## src/rtl/booth_mul_ctrl.sv

```systemverilog
// Sequential radix-4 Booth multiply controller.
// Latches two signed operands on start, retires one multiplier bit-pair per clock
// and presents the full-width signed product on hi/lo with a busy/done handshake.
module booth_mul_ctrl #(
    parameter int WIDTH = 32
) (
    input  logic             clock,
    input  logic             clear,
    input  logic             start,
    input  logic [WIDTH-1:0] multiplicand,
    input  logic [WIDTH-1:0] multiplier,
    output logic             busy,
    output logic             done,
    output logic [WIDTH-1:0] hi,
    output logic [WIDTH-1:0] lo
);

    localparam int STEPS = WIDTH / 2;
    localparam int CW    = $clog2(STEPS) + 1;

    typedef enum logic [1:0] {
        st_idle,
        st_run,
        st_done
    } state_t;

    state_t             state_q;
    // Accumulator and multiplicand copy carry 2 guard bits so -2M is always exact.
    logic [WIDTH+1:0]   a_q;
    logic [WIDTH+1:0]   mr_q;
    logic [WIDTH-1:0]   qr_q;
    logic               q1_q;
    logic [CW-1:0]      count_q;

    logic [2:0]         group;
    logic [WIDTH+1:0]   mr_x2;
    logic [WIDTH+1:0]   addend;
    logic [WIDTH+1:0]   sum;
    logic [WIDTH+1:0]   a_next;
    logic [WIDTH-1:0]   qr_next;
    logic               q1_next;
    logic               last_step;

    // Booth recode of the current bit-pair, add, then arithmetic shift right by 2.
    always_comb begin
        group  = {qr_q[1:0], q1_q};
        mr_x2  = {mr_q[WIDTH:0], 1'b0};
        addend = '0;
        case (group)
            3'b001, 3'b010: addend = mr_q;
            3'b011:         addend = mr_x2;
            3'b100:         addend = '0 - mr_x2;
            3'b101, 3'b110: addend = '0 - mr_q;
            default:        addend = '0;
        endcase
        sum       = a_q + addend;
        a_next    = {{2{sum[WIDTH+1]}}, sum[WIDTH+1:2]};
        qr_next   = {sum[1:0], qr_q[WIDTH-1:2]};
        q1_next   = qr_q[1];
        last_step = (count_q == CW'(STEPS - 1));
    end

    // Control FSM and datapath registers; clear dominates every other input.
    always_ff @(posedge clock) begin
        if (clear) begin
            state_q <= st_idle;
            a_q     <= '0;
            mr_q    <= '0;
            qr_q    <= '0;
            q1_q    <= 1'b0;
            count_q <= '0;
            busy    <= 1'b0;
            done    <= 1'b0;
            hi      <= '0;
            lo      <= '0;
        end else begin
            case (state_q)
                st_idle: begin
                    if (start) begin
                        state_q <= st_run;
                        a_q     <= '0;
                        qr_q    <= multiplier;
                        q1_q    <= 1'b0;
                        mr_q    <= {{2{multiplicand[WIDTH-1]}}, multiplicand};
                        count_q <= '0;
                        busy    <= 1'b1;
                    end
                end
                st_run: begin
                    a_q     <= a_next;
                    qr_q    <= qr_next;
                    q1_q    <= q1_next;
                    count_q <= count_q + 1'b1;
                    if (last_step) begin
                        state_q <= st_done;
                        done    <= 1'b1;
                        hi      <= a_next[WIDTH-1:0];
                        lo      <= qr_next;
                    end
                end
                st_done: begin
                    state_q <= st_idle;
                    done    <= 1'b0;
                    busy    <= 1'b0;
                end
                default: begin
                    state_q <= st_idle;
                    done    <= 1'b0;
                    busy    <= 1'b0;
                end
            endcase
        end
    end

endmodule

```

## config.mk

```make
export PLATFORM = sky130hd
export DESIGN_NAME = booth_mul_ctrl
export DESIGN_NICKNAME = d
export VERILOG_FILES = /design/src/rtl/booth_mul_ctrl.sv
export SDC_FILE = /design/constraint.sdc
export NUM_CORES = 1
export LEC_CHECK = 0
export CORE_ASPECT_RATIO = 0.75
export CORE_MARGIN = 5
export CORE_UTILIZATION = 25
export DETAILED_ROUTE_END_ITERATION = 7
export MAX_ROUTING_LAYER = met4
export PLACE_DENSITY = 0.53
export SETUP_SLACK_MARGIN = 0.02
export SLEW_MARGIN = 20
export SYNTH_ARGS = -nofsm -noshare
export SYNTH_HDL_FRONTEND = slang
export SYNTH_SLANG_ARGS = --single-unit
```

## constraint.sdc

```tcl
create_clock -name clock -period 6.8 [get_ports clock]
set_input_delay 1.36 -clock clock [delete_from_list [all_inputs] [get_ports clock]]
set_output_delay 1.36 -clock clock [all_outputs]
set_load 0.02 [all_outputs]
```

# After elaboration in Yosys (flattened, before gate mapping)
# Index checks and enable logic that the tools add are counted.
word_totals:
  n_memories: 0
  inputBits: 67
  ram_bits: 0
  out_inout_bits: 66
  romBits: 0
  word_cells: 52
  latch_bits: 0
  reg_bits: 172
classes:
  n_lt_le_gt_ge: 0
  n_mul: 0
  n_mux: 16
  reduce_logical: 10
  n_eq_ne: 10
  add_sub_neg: 4
  bitwise_logic: 2
  div: 0
  n_shift: 0
op_table:
  columns: ["operator", "count"]
  rows:
  - ["case mux 34 bit (4 select lines)", 1]
  - ["case mux 34 bit (2 select lines)", 1]
  - ["case mux 32 bit (2 select lines)", 1]
  - ["adder 34 bit", 1]
  - ["2-to-1 mux 34 bit", 1]
  - ["subtractor 1 x 33 -> 34 bit (first input constant)", 1]
  - ["subtractor 1 x 32 -> 33 bit (first input constant)", 1]
  - ["2-to-1 mux 32 bit", 1]
  - ["AND reduction 2 bit", 6]
  - ["case mux 5 bit (2 select lines)", 1]
  - ["== test 3 bit (second input constant)", 3]
  - ["== test 3 x 2 -> 1 bit (second input constant)", 2]
  - ["case mux 1 bit (2 select lines)", 3]
  - ["adder 5 x 1 -> 5 bit (second input constant)", 1]
  - ["== test 5 x 4 -> 1 bit (second input constant)", 1]
  - ["2-to-1 mux 5 bit", 1]
  - ["2-to-1 mux 2 bit", 2]
  - ["!= test 2 bit (second input constant)", 2]
  - ["case mux 2 bit (2 select lines)", 1]
  - ["OR reduction 2 bit", 2]
  - ["== test 3 x 1 -> 1 bit (second input constant)", 1]
  - ["2-to-1 mux 1 bit", 3]
  - ["== test 2 x 1 -> 1 bit (second input constant)", 1]
  - ["logical NOT 2 bit", 1]
  - ["other kinds (2)", 3]

# Longest topological paths before layout
depth:
  depth_word: 5
  depth_mapped: 20
  ltp_nobuf: 19

# Least setup slack after synthesis
# No wires, ideal clock.
synth_path:
  path_kind: "flip-flop to flip-flop"
  startpoint: "register mr_q[4]"
  endpoint: "register hi[24]"
  path_stages_with_launch: 20
  t_arrival_ns: 4.905
  t_required_ns: 6.656
  setup_ns: 0.144
  setup_slack_ns: 1.751
  path_buffers: 2
  synth_period_minus_slack_ns: 5.049
  path_cell_list: "dfxtp_1 -> buf_2 -> or4_4 -> or3_1 -> or4_1 -> or3_1 -> nand2_1 -> xnor2_1 -> a221oi_1 -> a31oi_1 -> ha_1 -> clkbuf_1 -> a21o_1 -> a21o_1 -> a2111oi_0 -> o31ai_1 -> or2_2 -> a21oi_1 -> mux2i_1 -> o311ai_0"
synth_via:
  elab_chain_cells: 3
  elab_cells_between_ends: 4
  cone_classes: "3 x add/sub; 1 x mux"
synth_lines:
  columns: ["item", "line", "text"]
  rows:
  - ["from (decl)", "30", "logic [WIDTH+1:0] mr_q;"]
  - ["from (signal assigned)", "84", "mr_q <= {{2{multiplicand[WIDTH-1]}}, multiplicand};"]
  - ["subtractor 1 x 33 -> 34 bit / subtractor 1 x 32 -> 33 bit (equally long branches)", "52, 53", null]
  - ["case mux 34 bit (4 select lines) (*)", "49", "case (group)"]
  - ["adder 34 bit (*)", "56", "sum = a_q + addend;"]
  - ["to (signal assigned)", "97", "hi <= a_next[WIDTH-1:0];"]
  - ["to (decl)", "14", "output logic [WIDTH-1:0] hi,"]
# Mark *: on every way between the ends. The rest lies on a longest branch, timed or not.
# A chain may end at the register's enable or synchronous reset.

# Final worst setup path
layout_path:
  startpoint: "register mr_q[3]"
  endpoint: "register hi[24]"
# The elaborated chain is that of the path after synthesis.

==> flow_summary.json <==
{
  "status": "completed",
  "dr.pass1.iters": 5,
  "ios": 133,
  "finalPower_mw": 2.634,
  "critical_path.endpoint_type": "flip-flop",
  "syn_to_final_growth_pct": 23.97,
  "route.detailed.wl_per_inst_um": 17.34,
  "std_cell_rows": 63,
  "leakage_nw": 4.420,
  "synth_enable_flop_cells": 0,
  "path_max_fanout": 11,
  "hold_buffers": 0,
  "ant_nets": 0,
  "cts.clk_slew.worst_paths_ns": 0.07,
  "worstPathArrival_ns": 6.01,
  "cts_tree": "built",
  "final.setup_skew_ns": 0.01058,
  "syn_inst_count": 1330,
  "pre_cts_slack_ns": 1.180,
  "share_of_flip_flops_with_an_asynchronous_set_or_reset_after_synthesis_pct": 0,
  "clock_sink_count": 170,
  "synth.yosys.warnings": 0,
  "floorplan.die.height_um": 182.8,
  "power_per_cell_area_nw_per_um2": 213.6,
  "first_global_vias": 9270,
  "num_antenna_cells": 0,
  "detailedPlacementHpwl_um": 24240,
  "detailroute.via_count": 9704,
  "drc": 0,
  "vias_per_inst": 5.025,
  "final_hold_viol_count": 0,
  "summed_negative_setup_slack_over_all_endpoints_ns": 0,
  "clock_tree.buffer_depth": 2,
  "worst_skew_pair_later_pin_latency_ns": 0.45,
  "fmax_ghz": 0.1746,
  "synth-seq-cells": 170,
  "fin_nets": 1503,
  "syn_avg_cell_area_um2": 7.480,
  "rsz0062_at_grt": "false",
  "root_buffer": "sky130_fd_sc_hd__clkbuf_16",
  "critPathLaunchType": "flip-flop",
  "global_route_wire_length_before_repair_um": 52630,
  "dp.cells": 1900,
  "layout_setup_ws_ns": 1.071,
  "grt.overflow.total": 0,
  "synth_ff_type": "sky130_fd_sc_hd__dfxtp_1",
  "criticalPathCategory": "reg -> reg",
  "synth.distinct_cells": 65,
  "irDropWorstVdd_mv": 0.1825,
  "core_area_um2": 39410,
  "drv_slew": 0,
  "final_period_minus_worst_setup_slack_ns": 5.729,
  "post_cts.repair.setup_buffers": 0,
  "synthesis.nets": 1434,
  "drt-total-wl_um": 33490,
  "remaining_max_slew_budget_at_the_tightest_pin_pct": 38.30,
  "fp.dieW_um": 240.3,
  "worst-slew-pin-transition_ns": 0.9021,
  "seq_area_frac_synth_pct": 34.21,
  "layout_worst_path_cycle_share_pct": 84.25,
  "cts_repair_resize_count": 0,
  "syn_area_um2": 9948,
  "ctsHtreeMaxLevel": 4,
  "drive_above_1_share_pct": 5.741,
  "cts_made_buffers": 17,
  "finalWeightedCongestion": 0.9259,
  "worstHoldPathType": "reg -> reg",
  "die_area_um2": 43920,
  "timing.reg2reg.setup_slack_ns": 1.07,
  "drt_iter0_drc": 797,
  "layoutNonFillerInstCount": 1931,
  "final-setup-viol-count": 0,
  "initial_core_util_pct": 25.24,
  "critPathRequiredTime_ns": 7.08,
  "pin_count_of_the_biggest_net_entering_global_routing": 79,
  "numPortBuffers": 132,
  "grtUsageTotal_pct": 15.34,
  "grt_antenna_before_repair": 0,
  "max_cap_viol_count": 0
}
-- cells by family (layout without fill, tap and decap cells) --
family | Yosys count | count (layout) | share of synthesized area, %
mux | 11 | 11 | 1.157
compound gates | 413 | 413 | 25.96
fa+ha+maj | 37 | 37 | 4.729
buf+inv | 115 | 196 | 4.465
simple gates | 512 | 512 | 23.14
flops | 170 | 170 | 34.21
xor+xnor | 72 | 72 | 6.339
-- stage by stage --
stage / cell area, um2 / hold slack, ns / util, %
floorplan: 9948 / 0.4315 / -
CTS: 12330 / 0.4591 / 31.29
finish: 12330 / 0.4551 / 31.29
global placement: 11690 / 0.4455 / 29.66
global route: 12330 / 0.4781 / 31.29
detailed placement: 11700 / 0.4491 / 29.69
-- power breakdown --
| part | internal [mW] | total (mW) | switching, mW |
|---|---|---|---|
| combinational | 0.192 | 0.486 | 0.294 |
| sequential | 1.03 | 1.07 | 0.0442 |
| clock | 0.627 | 1.07 | 0.446 |
-- Yosys cell counts, types with 8 or more instances --
master                     count  area share [%]
sky130_fd_sc_hd__a221oi_1     17             1.5
sky130_fd_sc_hd__a22oi_1      44             3.3
sky130_fd_sc_hd__buf_1         9            0.34
sky130_fd_sc_hd__nor3_1       28             1.4
sky130_fd_sc_hd__or3_1        14            0.88
sky130_fd_sc_hd__and3_1        9            0.57
sky130_fd_sc_hd__nor2_1       66             2.5
sky130_fd_sc_hd__nand2b_1     18             1.1
sky130_fd_sc_hd__ha_1         36             4.5
sky130_fd_sc_hd__clkbuf_1     89             3.4
sky130_fd_sc_hd__nand2_1     295              11
sky130_fd_sc_hd__o21a_1       16             1.2
sky130_fd_sc_hd__inv_1        11            0.42
sky130_fd_sc_hd__a21oi_1     176             8.9
sky130_fd_sc_hd__nand3_1      29             1.5
sky130_fd_sc_hd__a31oi_1      16             1.0
sky130_fd_sc_hd__xor2_1       22             1.9
sky130_fd_sc_hd__o221ai_1      8            0.70
sky130_fd_sc_hd__a21o_1       21             1.6
sky130_fd_sc_hd__dfxtp_1     170              34
sky130_fd_sc_hd__o21ai_0      52             2.6
sky130_fd_sc_hd__a211oi_1     12            0.91
sky130_fd_sc_hd__xnor2_1      50             4.4
-- sequential cells by signal, indices dropped and copies added (netlist names) --
register  cells
hi           32
lo           32
done          1
state_q       2
mr_q         32
q1_q          1
busy          1
qr_q         32
count_q       5
a_q          32
-- placed cells by master, fill, tap and decap left out, drive strengths merged, types with 14 or more instances in the layout --
cell / n
clkdlybuf4s50: 131
nand2b: 18
a21o: 21
clkbuf: 18
dfxtp: 170
nor3: 31
buf: 22
ha: 36
a22oi: 44
a221oi: 17
nand2: 295
o21ai: 53
xor2: 22
o21a: 16
a21oi: 176
nor2: 66
xnor2: 50
nand3: 29
a31oi: 16
or3: 14
-- path summary, 6_finish.rpt --
kind / from / cells after the start / end
worst max-delay path: mr_q[3] / 17 / hi[24]
worst min-delay path: lo[5] / 2 / lo[5]
worst max register to register: mr_q[3] / 17 / hi[24]
worst min register to register: lo[5] / 2 / lo[5]
-- critical path, cell delays in order, from the launching register on --
cell and delay (ns):
sky130_fd_sc_hd__dfxtp_1 0.42, sky130_fd_sc_hd__or4_4 0.61, sky130_fd_sc_hd__or3_1 0.42, sky130_fd_sc_hd__or4_1 0.49, sky130_fd_sc_hd__or3_1 0.36, sky130_fd_sc_hd__nand2_1 0.09
sky130_fd_sc_hd__xnor2_1 0.09, sky130_fd_sc_hd__a221oi_1 0.32, sky130_fd_sc_hd__a31oi_1 0.08, sky130_fd_sc_hd__ha_1 0.41, sky130_fd_sc_hd__a21o_1 0.23, sky130_fd_sc_hd__a21o_1 0.19
sky130_fd_sc_hd__a2111oi_0 0.59, sky130_fd_sc_hd__o31ai_1 0.29, sky130_fd_sc_hd__or2_2 0.33, sky130_fd_sc_hd__a21oi_1 0.27, sky130_fd_sc_hd__mux2i_1 0.21, sky130_fd_sc_hd__o311ai_0 0.13
-- routing by layer --
layer  routed length, um  up-vias  track usage (%)
met3                1205       23            2.556
met5                   0        -                -
met2               15300      189            23.35
met1               16670     4636            21.80
met4                 315        0            2.654
li1                    -     4856                -
-- layout make-up --
| type | count | area, um2 |
|---|---|---|
| Clock buffer | 18 | 439.2 |
| Clock inverter | 13 | 193.9 |
| Fill cell | 4223 | 27080 |
| Inverter | 12 | 45.04 |
| Multi-Input combinational cell | 1045 | 6120 |
| Sequential cell | 170 | 3405 |
| Tap cell | 520 | 650.6 |
| Timing Repair Buffer | 153 | 1480 |
(Power assumes the default switching activity.)
